**config.mk**
```make
export PLATFORM = sky130hd
export DESIGN_NAME = mult_share_arbiter
export DESIGN_NICKNAME = d
export VERILOG_FILES = /design/src/rtl/mult_share_arbiter.sv
export SDC_FILE = /design/constraint.sdc
export NUM_CORES = 1
export LEC_CHECK = 0
export ABC_AREA = 1
export CAP_MARGIN = 25
export CELL_PAD_IN_SITES_DETAIL_PLACEMENT = 0
export CELL_PAD_IN_SITES_GLOBAL_PLACEMENT = 1
export CORE_MARGIN = 3
export CORE_UTILIZATION = 32
export DETAILED_ROUTE_END_ITERATION = 12
export PLACE_DENSITY = 0.86
export SLEW_MARGIN = 10
export SYNTH_ARGS = -nofsm -noshare
export SYNTH_HDL_FRONTEND = slang
export SYNTH_SLANG_ARGS = --single-unit
```
**constraint.sdc**
```tcl
create_clock -name clk -period 2.6 [get_ports clk]
set_input_delay 0.52 -clock clk [delete_from_list [all_inputs] [get_ports clk]]
set_output_delay 0.52 -clock clk [all_outputs]
set_load 0.005 [all_outputs]
```
**src/rtl/mult_share_arbiter.sv**
```systemverilog
// Round-robin front end that shares one shift-add multiplier among NREQ clients.
// One operation in flight; watchdog aborts a stalled multiplier with err.
module mult_share_arbiter #(
  parameter int NREQ    = 4,
  parameter int BITS    = 8,
  parameter int TIMEOUT = 32,
  localparam int PW     = 2*BITS+1
) (
  input  logic              clk,
  input  logic              rst,
  input  logic [NREQ-1:0]   req,
  input  logic [NREQ*BITS-1:0] op_b,
  input  logic [NREQ*BITS-1:0] op_q,
  output logic [NREQ-1:0]   gnt,
  output logic [NREQ-1:0]   done,
  output logic [PW-1:0]     result,
  output logic              err,
  output logic              busy,
  output logic              mul_start,
  output logic [BITS-1:0]   mul_b,
  output logic [BITS-1:0]   mul_q,
  input  logic              mul_done,
  input  logic [PW-1:0]     mul_product
);

  localparam int SW = (NREQ > 1) ? $clog2(NREQ) : 1;
  localparam int TW = $clog2(TIMEOUT+1);

  typedef enum logic [1:0] {
    S_IDLE,
    S_START,
    S_WAIT,
    S_DONE
  } state_t;

  state_t            state_q, state_d;
  logic [SW-1:0]     sel_q, sel_d;
  logic [SW-1:0]     rr_q, rr_d;
  logic [TW-1:0]     timer_q, timer_d;
  logic [NREQ-1:0]   gnt_q, gnt_d;
  logic [NREQ-1:0]   done_q, done_d;
  logic [PW-1:0]     result_q, result_d;
  logic              err_q, err_d;
  logic              busy_q, busy_d;
  logic              start_q, start_d;
  logic [BITS-1:0]   b_q, b_d;
  logic [BITS-1:0]   q_q, q_d;

  logic [SW-1:0]     win;
  logic [SW:0]       scan_sum;

  // Highest offset first so the client nearest rr_q overwrites the rest.
  always_comb begin
    win      = rr_q;
    scan_sum = '0;
    for (int k = NREQ-1; k >= 0; k--) begin
      scan_sum = {1'b0, rr_q} + (SW+1)'(k);
      if (scan_sum >= (SW+1)'(NREQ))
        scan_sum = scan_sum - (SW+1)'(NREQ);
      if (req[scan_sum[SW-1:0]])
        win = scan_sum[SW-1:0];
    end
  end

  always_comb begin
    state_d  = state_q;
    sel_d    = sel_q;
    rr_d     = rr_q;
    timer_d  = timer_q;
    gnt_d    = gnt_q;
    done_d   = '0;
    result_d = result_q;
    err_d    = err_q;
    busy_d   = busy_q;
    start_d  = 1'b0;
    b_d      = b_q;
    q_d      = q_q;
    unique case (state_q)
      S_IDLE: begin
        if (|req) begin
          state_d = S_START;
          sel_d   = win;
          b_d     = op_b[int'(win)*BITS +: BITS];
          q_d     = op_q[int'(win)*BITS +: BITS];
          start_d = 1'b1;
          gnt_d   = NREQ'(1) << win;
          busy_d  = 1'b1;
        end
      end
      S_START: begin
        state_d = S_WAIT;
        timer_d = '0;
      end
      S_WAIT: begin
        if (timer_q != TW'(TIMEOUT))
          timer_d = timer_q + TW'(1);
        if (mul_done) begin
          result_d = mul_product;
          err_d    = 1'b0;
          done_d   = gnt_q;
          state_d  = S_DONE;
        end else if (timer_q == TW'(TIMEOUT-1)) begin
          result_d = '0;
          err_d    = 1'b1;
          done_d   = gnt_q;
          state_d  = S_DONE;
        end
      end
      S_DONE: begin
        state_d = S_IDLE;
        gnt_d   = '0;
        busy_d  = 1'b0;
        if (sel_q == SW'(NREQ-1))
          rr_d = '0;
        else
          rr_d = sel_q + SW'(1);
      end
      default: begin
        state_d = S_IDLE;
      end
    endcase
  end

  always_ff @(posedge clk or posedge rst) begin
    if (rst) begin
      state_q  <= S_IDLE;
      sel_q    <= '0;
      rr_q     <= '0;
      timer_q  <= '0;
      gnt_q    <= '0;
      done_q   <= '0;
      result_q <= '0;
      err_q    <= 1'b0;
      busy_q   <= 1'b0;
      start_q  <= 1'b0;
      b_q      <= '0;
      q_q      <= '0;
    end else begin
      state_q  <= state_d;
      sel_q    <= sel_d;
      rr_q     <= rr_d;
      timer_q  <= timer_d;
      gnt_q    <= gnt_d;
      done_q   <= done_d;
      result_q <= result_d;
      err_q    <= err_d;
      busy_q   <= busy_d;
      start_q  <= start_d;
      b_q      <= b_d;
      q_q      <= q_d;
    end
  end

  assign gnt       = gnt_q;
  assign done      = done_q;
  assign result    = result_q;
  assign err       = err_q;
  assign busy      = busy_q;
  assign mul_start = start_q;
  assign mul_b     = b_q;
  assign mul_q     = q_q;

endmodule

```
# After elaboration in Yosys (flattened, before gate mapping)
# Index checks and enable logic that the tools add are counted.
# word_totals
ff_bits	56
latchBits	0
ramBits	0
romBits	0
input_bits	88
out_inout_bits	44
word_cells	87
n_memories	0
# classes
add_sub_neg	9
mul	0
n_div	0
order_cmp	8
n_eq_ne	9
shifts	3
n_mux	36
bitwise	0
reduce_logical	10
# op_table
operator	n
$shiftx A32 B6 Y8	2
$mux W17	2
$mux W2	12
$mux W4	4
$lt A2 B3 Y1 const B	4
$pmux W6 S2	1
$reduce_and A2 Y1	5
$ge A3 B3 Y1 const B	3
$mux W1	9
$bmux W1 S2	4
$pmux W2 S4	1
$pmux W4 S2	1
$sub A2 B1 Y2 const B	4
$add A2 B2 Y3 const B	2
$add A6 B1 Y6 const B	1
$eq A2 B2 Y1 const B	3
$eq A6 B5 Y1 const B	1
$mux W6	1
$ne A6 B6 Y1 const B	1
$reduce_bool A2 Y1	3
$ne A2 B2 Y1 const B	2
$reduce_or A4 Y1	1
$shl A1 B2 Y4 const A	1
$add A2 B1 Y3 const B	1
6 further kinds	6

# Logic depth before layout (Yosys ltp)
# Gate-level depths: netlist of the first run.
# depth
depth_word	12
ltp_mapped	18
ltp_nobuf	16

# Worst setup path after synthesis of the first run
# No wires, ideal clock.
# synth_timing
path_kind	in2reg
from	input port req[3]
to	register q_q[0], in the netlist mul_q[0]
setup_ps	117
arrival_time_ps	1569
slack_ps	914
path_stages	17
n_path_buf	1
cell_sequence	inv_1 > nand2_1 > nand3_1 > nand2_1 > inv_1 > nand2_1 > nand2_2 > nand2_2 > nand2_4 > nand2_4 > buf_6 > nand2_1 > nand2_1 > nand2_1 > nand2_1 > nand2_1 > nand2_1
# synth_via
elab_chain_cells	7
# synth_lines
item	line	text
from (decl)	11	input logic [NREQ-1:0] req,
$bmux W1 S2	60	if (req[scan_sum[SW-1:0]])
$mux W1 (not written as such)	60	
$mux W2 (4 in a row)	60	
$shiftx A32 B6 Y8	84	q_d = op_q[int'(win)*BITS +: BITS];
to (signal assigned)	150	q_q <= q_d;
to (decl)	47	logic [BITS-1:0] q_q, q_d;
# Parallel ways exist; a longest one is shown, timed or not. The select of a mux whose other input is x is not followed.
# A chain may end at the register's enable or synchronous reset.

# Final worst setup path of the first run
# layout_timing
from	input port req[1]
to	register b_q[0], in the netlist mul_b[0]
# layout_via
elab_chain_cells	7
# layout_lines
item	line	text
$bmux W1 S2	60	
$mux W1 (not written as such)	60	
$mux W2 (4 in a row)	60	
$shiftx A32 B6 Y8	83	b_d = op_b[int'(win)*BITS +: BITS];
to (signal assigned)	136	b_q <= '0;
to (signal assigned)	149	b_q <= b_d;
to (decl)	46	logic [BITS-1:0] b_q, b_d;
# Parallel ways exist; a longest one is shown, timed or not. The select of a mux whose other input is x is not followed.

==> summary.txt, run 1 <==
Floorplan
  – Boundary Pins: roughly 130
  – Die outline width: between 100 and 150 um
  – Core area: 0.00991 sq mm
  – Cell row count: 36
  – Die area: approximately 0.012 sq mm
  – Die H: between 100 and 150 um
  – Initial Util: 33.5%

Pwr
  – Switching share of power: a little under half
  – Int Pwr: 0.00302 W
  – Leak: 2.51 nW
  – PwrDens: 1130 mW/mm^2
  – Clock power share: roughly a tenth
  – Logic pwr share: 62.1%
  – Peak supply drop: 0.548 mV
  – Reg power frac: 27.2%
  – Switching power: 0.00248 W

STA
  – Max Clock Skew: ~0.012 ns
  – RSZ-0062 raised after global routing: false
  – Relative slew slack: 55.4%
  – Final min period: about 2.2 ns
  – Endpoints failing hold: 0
  – TNS Setup: 0 ns
  – Final setup viols: 0
  – Fin Hold WS: 0.484 ns
  – Fin crit share: 84.1%
  – Max Slew Vio Count: 0
  – F_max: 0.457 GHz
  – Least-Margin Pin Slew: about 0.67 ns

Layout
  – Fin nets: 701
  – Reg area: 0.00140 sq mm
  – Area growth from synthesis to final layout: 47.0%
  – Antenna fix cells: 0
  – Fillers: 1010
  – Multi-input logic area: 0.00152 sq mm
  – Share of cells above drive strength 1: 4.79%

Logic synthesis
  – Synth Cell Area: about 0.0033 sq mm
  – Xor-xnor portion of the synthesized cell area: 0.792%
  – Largest family of logic cells by synthesized area: simple AND/OR/NAND/NOR gates
  – Synth warn: 0
  – Post-synthesis sequential area ratio: 42.2%
  – Synth top area share: 42.2%
  – Post-synthesis mux area share: 0%
  – Simple-gate portion of the synthesized area: a little under two fifths
  – Syn_area_per_cell: 6.93 sq um
  – Synth Net Count: 575
  – Top cell type by total area after synthesis: dfrtp_1
  – Synth unique cells: 25
  – #FFs+latches synth: 56
  – Compound-cell area share of the yosys netlist: 3.54%
  – Post-synthesis adder-cell area fraction: 3.02%
  – Main area contributors after synthesis: dfrtp_1 (42%), nand2_1 (23%), nand3_1 (11%)
  – Synthesized netlist cell count: 479

Critical path
  – CP Max Fanout: 36
  – Setup CP Type: in2reg
  – CP startpoint kind: primary input
  – CP endpoint kind: register
  – CP required: 2.86 ns
  – Worst Path Arrival: 2.45 ns

Global routing
  – Largest net degree at the start of global routing: 37
  – First-pass GRT wire length: 15600 um
  – Initial antenna violation count: 0
  – Total grt overflow: 0
  – Number of global-route vias before repair: 3217
  – Gr usage total: 16.3%

CTS
  – Clk sink count: 56
  – Clk Latency, worst-skew pair: 0.31 ns
  – CTS tree: done
  – CTS resizes: 0
  – Setup bufs post-CTS: 0
  – Num CTS Buffers: 5
  – Maximum clock path buffer count: 2
  – Root Driver: clkbuf_8
  – Clk slew on worst S/H paths: approximately 0.11 ns
  – Hold Buf Count CTS: 0
  – Htree depth: 2

Hold path
  – HP Class: reg2reg

Route
  – Via count: 3372
  – # DRC: 0
  – Vias per Instance: 4.56
  – Iteration-0 DRC Markers: ~220
  – WL/cell: 12.8 um
  – Antenna Nets Post-Route: 0
  – Routed wire length: between 9000 and 10000 um
  – Drt first pass iters: 4

Placed design
  – Input/output buffers: 131
  – HPWL after detailed placement: 6930 um
  – Routability cong.: around 0.77

Run status
  – Status: completed

Run
  – MaxCap Viol Count: 0
==> state kept, by name, indices dropped and copies added (netlist names) <==
name	count
done	4
state_q	2
timer_q	6
mul_b	8
gnt	4
rr_q	2
mul_q	8
err	1
sel_q	2
busy	1
mul_start	1
result	17
==> Yosys cell counts <==
master and number:
clkbuf_1 7, o21ai_0 16, nand2_1 201, inv_1 62, xnor2_1 1, o21bai_1 1
ha_1 8, o21ai_1 1, nand2_2 3, buf_4 2, nor4_1 1, nand3_4 1
inv_2 3, nand4_1 1, inv_6 1, nor2_1 12, buf_6 6, nand3_1 76
buf_2 8, dfrtp_1 56, a31oi_1 1, nand2_4 2, xor2_1 2, o22ai_1 3
nor3_1 4
==> layout by cell type, fill, tap and decap left out <==
cell / netlist / layout
a31oi_1: 1 / 1
buf_12: 0 / 3
buf_4: 2 / 8
bufinv_16: 0 / 1
clkbuf_1: 7 / 1
clkbuf_8: 0 / 5
clkdlybuf4s50_1: 0 / 131
dfrtp_1: 56 / 56
ha_1: 8 / 8
inv_1: 62 / 61
inv_2: 3 / 4
inv_6: 1 / 2
nand2_1: 201 / 201
nand2_2: 3 / 3
nand2_4: 2 / 2
nand3_1: 76 / 76
nand3_4: 1 / 1
nand4_1: 1 / 1
nor2_1: 12 / 12
nor3_1: 4 / 4
nor4_1: 1 / 1
o21ai_0: 16 / 16
o21ai_1: 1 / 1
o21bai_1: 1 / 1
o22ai_1: 3 / 3
xnor2_1: 1 / 1
xor2_1: 2 / 2
==> cell type report <==
type                            instances  share of cell area, %
Tap cell                              133                   3.41
Timing Repair Buffer                  142                   29.3
Sequential cell                        56                   28.7
Inverter                               66                   5.18
Clock inverter                          2                  0.795
Multi-Input combinational cell        334                   31.1
Clock buffer                            6                   1.49
==> logic make-up (layout without fill, tap and decap cells) <==
kind of cell,count (synthesis),in the layout
simple gates,301,301
xor+xnor,3,3
fa+ha+maj,8,8
flops,56,56
buf+inv,89,216
compound gates,22,22
==> power groups by stage <==
stage | Clock, W | Combinational [W] | Sequential [W]
final | 0.000585 | 0.00342 | 0.00150
after global routing | 0.000647 | 0.00392 | 0.00155
after CTS | 0.000610 | 0.00349 | 0.00151
after detailed placement | 0 | 0.00347 | 0.00151
after global placement | 0 | 0.00342 | 0.00152
after floorplan | 0 | 0.00229 | 0.00147
==> metal layers <==
metal,wire length [um],vias to the layer above,track usage [%],part of all wire [%]
met4,89,0,2.89,0.94
met5,0,-,0,0
li1,-,1725,-,-
met3,817,8,4.74,8.7
met1,4390,1520,21.8,47
met2,4150,119,26.6,44
==> worst paths after layout <==
path	start	endpoint	slack, ns	cells past startpoint
hold / removal	result[1]$_DFFE_PP0P_	result[1]$_DFFE_PP0P_	0.48	2
min in group asynchronous	rst	result[8]$_DFFE_PP0P_	0.58	2
max in group asynchronous	rst	err$_DFFE_PP0P_	1.43	3
setup reg to reg	rr_q[0]$_DFFE_PP0P_	mul_b[0]$_DFFE_PP0P_	0.52	15
setup / recovery	req[1]	mul_b[0]$_DFFE_PP0P_	0.41	17
hold reg to reg	result[1]$_DFFE_PP0P_	result[1]$_DFFE_PP0P_	0.48	2
==> worst max-delay path, stage by stage <==
cell and delay [ns]:
clkdlybuf4s50_1 0.51, inv_1 0.07, nand2_1 0.10, nand3_1 0.12, nand2_1 0.08, inv_1 0.04, nand2_1 0.06, nand2_2 0.07
nand2_2 0.08, nand2_4 0.07, nand2_4 0.31, nand2_1 0.09, nand2_1 0.08, nand2_1 0.05, nand2_1 0.08, nand2_1 0.05
nand2_1 0.06
==> stage by stage <==
| step | total power, W | setup slack (ns) | area [sq um] | util [%] | std cells |
|---|---|---|---|---|---|
| floorplan | 0.00376 | 0.709 | 3320 | - | 479 |
| global placement | 0.00494 | 0.191 | 4770 | 48.1 | 731 |
| detailed placement | 0.00499 | 0.0598 | 4770 | 48.1 | 731 |
| CTS | 0.00561 | 0.402 | 4880 | 49.2 | 739 |
| global route | 0.00612 | 0.229 | 4880 | 49.2 | 739 |
| finish | 0.00550 | 0.413 | 4880 | 49.2 | 739 |
No activity file was read; power rests on OpenSTA's default activity.
==> inputs of run 2 (changes only) <==
CORE_UTILIZATION = 30   (was 32)
PLACE_DENSITY = 0.82   (was 0.86)
clock period = 2.3 ns   (was 2.6 ns; I/O delays follow)
==> summary.txt, run 2 (synthesis gave the netlist of run 1 again) <==
Floorplan
  – Die H: 111 um (+3.1%)
  – Initial Util: 31.4% (-2.0 points)
  – Die area: 0.0124 sq mm (+6.3%)
  – Cell row count: 37 (+2.8%)
  – Boundary Pins: 132 (unchanged)
  – Core area: 0.0106 sq mm (+6.5%)
  – Die outline width: 111 um (+3.1%)

Route
  – Drt first pass iters: 4 (unchanged)
  – WL/cell: 12.9 um (+1.2%)
  – Iteration-0 DRC Markers: 224 (+4.2%)
  – # DRC: 0 (unchanged)
  – Vias per Instance: 4.52 (-0.88%)
  – Via count: 3392 (+0.59%)
  – Routed wire length: 9700 um (+2.7%)
  – Antenna Nets Post-Route: 0 (unchanged)

Pwr
  – PwrDens: 1290 mW/mm^2 (+14%)
  – Peak supply drop: 0.460 mV (-16%)
  – Leak: 2.54 nW (+1.2%)
  – Final Power: 0.00635 W (+15%)

STA
  – Max Slew Vio Count: 0 (unchanged)
  – Final setup viols: 0 (unchanged)
  – Relative slew slack: 65.9% (+10 points)
  – Least-Margin Pin Slew: 0.506 ns (-0.162 ns)
  – Fin Hold WS: 0.488 ns (+0.00381 ns)
  – Max Clock Skew: 0.0125 ns (+0.000772 ns)
  – Final min period: 2.03 ns
  – Fin crit share: 88.3%
  – RSZ-0062 raised after global routing: false
  – TNS Setup: 0 ns (unchanged)
  – F_max: 0.492 GHz
  – Endpoints failing hold: 0 (unchanged)

Global routing
  – Largest net degree at the start of global routing: 57 (+54%)
  – Number of global-route vias before repair: 3433 (+6.7%)
  – Gr usage total: 15.7% (-0.58 points)
  – First-pass GRT wire length: 16300 um (+4.8%)
  – Total grt overflow: 0 (unchanged)
  – Initial antenna violation count: 0 (unchanged)

CTS
  – CTS resizes: 0 (unchanged)
  – CTS tree: done
  – Clk sink count: 56 (unchanged)
  – Clk slew on worst S/H paths: 0.11 ns (about the same)
  – Hold Buf Count CTS: 0 (unchanged)
  – Clk Latency, worst-skew pair: 0.33 ns (+0.02 ns)
  – Num CTS Buffers: 5 (unchanged)
  – Maximum clock path buffer count: 2 (unchanged)
  – Htree depth: 2 (unchanged)
  – Setup bufs post-CTS: 0 (unchanged)
  – Root Driver: clkbuf_8

Placed design
  – Placed inst area: 0.00483 sq mm (+1.3%)
  – Placed cell count: 742 (+1.5%)
  – HPWL after detailed placement: 7230 um (+4.4%)
  – Input/output buffers: 131 (unchanged)
  – Routability cong.: 0.907 (+18%)

Critical path
  – Max incr delay on CP: 0.63 ns (+0.12 ns)
  – Top Family by Delay on Critical Path: simple AND/OR/NAND/NOR gates
  – Crit path buf inv count: 2 (-1)
  – Setup CP Type: reg2reg
  – CP max-delay cell: dfrtp_1
  – CP Cell Sequence: nand2_1 > nand3_1 > nand2_1 > inv_1 > nand2_1 > nand2_2 > nand2_2 > nand2_4 > nand2_4 > buf_12 > nand2_1 > nand2_1 > nand2_1 > nand2_1 > nand2_1 > nand2_1
  – CP Max Fanout: 17 (-53%)
  – CP required: 2.52 ns (-0.34 ns)
  – CP endpoint kind: register
  – Critical Path Most Common Cell: nand2_1
  – Worst Path Arrival: 2.25 ns (-0.20 ns)
  – CP startpoint kind: register

Layout
  – Fin nets: 709 (+1.1%)
  – Share of cells above drive strength 1: 6.19% (+1.4 points)
  – Antenna fix cells: 0 (unchanged)
  – Area growth from synthesis to final layout: 48.5%
  – Most frequent cells in the layout: nand2_1 (201), clkdlybuf4s50_1 (131), nand3_1 (76)
  – Cell area after layout: 0.00493 sq mm (+1.0%)
  – Most common cell after layout, fill and taps aside: nand2_1
  – Layout Cells excl Fill: 750 (+1.5%)
  – Max reg flops: 17 (unchanged)

Run status
  – Status: completed

Hold path
  – HP Class: reg2reg

Run
  – MaxCap Viol Count: 0 (unchanged)
## run 2: worst register-to-register path, stage by stage, from the launching register on
cell and delay [ns]:
dfrtp_1 0.63, nand2_1 0.16, nand3_1 0.14, nand2_1 0.06, inv_1 0.04, nand2_1 0.05, nand2_2 0.09, nand2_2 0.07
nand2_4 0.11, nand2_4 0.09, buf_12 0.16, nand2_1 0.06, nand2_1 0.05, nand2_1 0.05, nand2_1 0.06, nand2_1 0.06
nand2_1 0.05
## run 2: report_power, final
group	switching (W)	internal (W)
Sequential	0.000292	0.00140
Combinational	0.00220	0.00185
Clock	0.000377	0.000231
## run 2: through the flow
stage | worst slack [ns] | util [%]
finish | 0.269 | 46.7
global placement | 0.00634 | 45.8
global route | 0.0555 | 46.7
floorplan | 0.469 | -
CTS | 0.266 | 46.7
detailed placement | -0.0419 | 45.8
## run 2: routing by layer
metal	GRT usage (%)	vias up	share of wire (%)
li1	-	1736	-
met1	20.4	1512	45
met2	25.5	137	45
met3	5.95	7	10
met4	2.68	0	0.78
met5	0	-	0
## run 2: worst paths after layout
check,cells past startpoint,to,start,slack [ns]
min in group asynchronous,3,result[12]$_DFFE_PP0P_,rst,0.50
worst max-delay path,16,mul_b[4]$_DFFE_PP0P_,rr_q[0]$_DFFE_PP0P_,0.27
worst min register to register,2,result[9]$_DFFE_PP0P_,result[9]$_DFFE_PP0P_,0.49
max in group asynchronous,3,mul_b[2]$_DFFE_PP0P_,rst,1.53
worst min-delay path,2,result[9]$_DFFE_PP0P_,result[9]$_DFFE_PP0P_,0.49
worst max register to register,16,mul_b[4]$_DFFE_PP0P_,rr_q[0]$_DFFE_PP0P_,0.27
## run 2: layout make-up
class	instances	area, sq um
flip-flops and latches	56	1400
clock inverters	3	28.8
clock buffers	5	68.8
multi-input cells	334	1520
well taps	136	170
repair buffers	150	1490
fillers	1065	5630
inverters	66	253
==> inputs of run 3 (changes only) <==
HOLD_SLACK_MARGIN = 0.03   (was unset)
==> results of run 3 <==
Same layout as run 2: the final DEF is identical, and so are final timing and power.
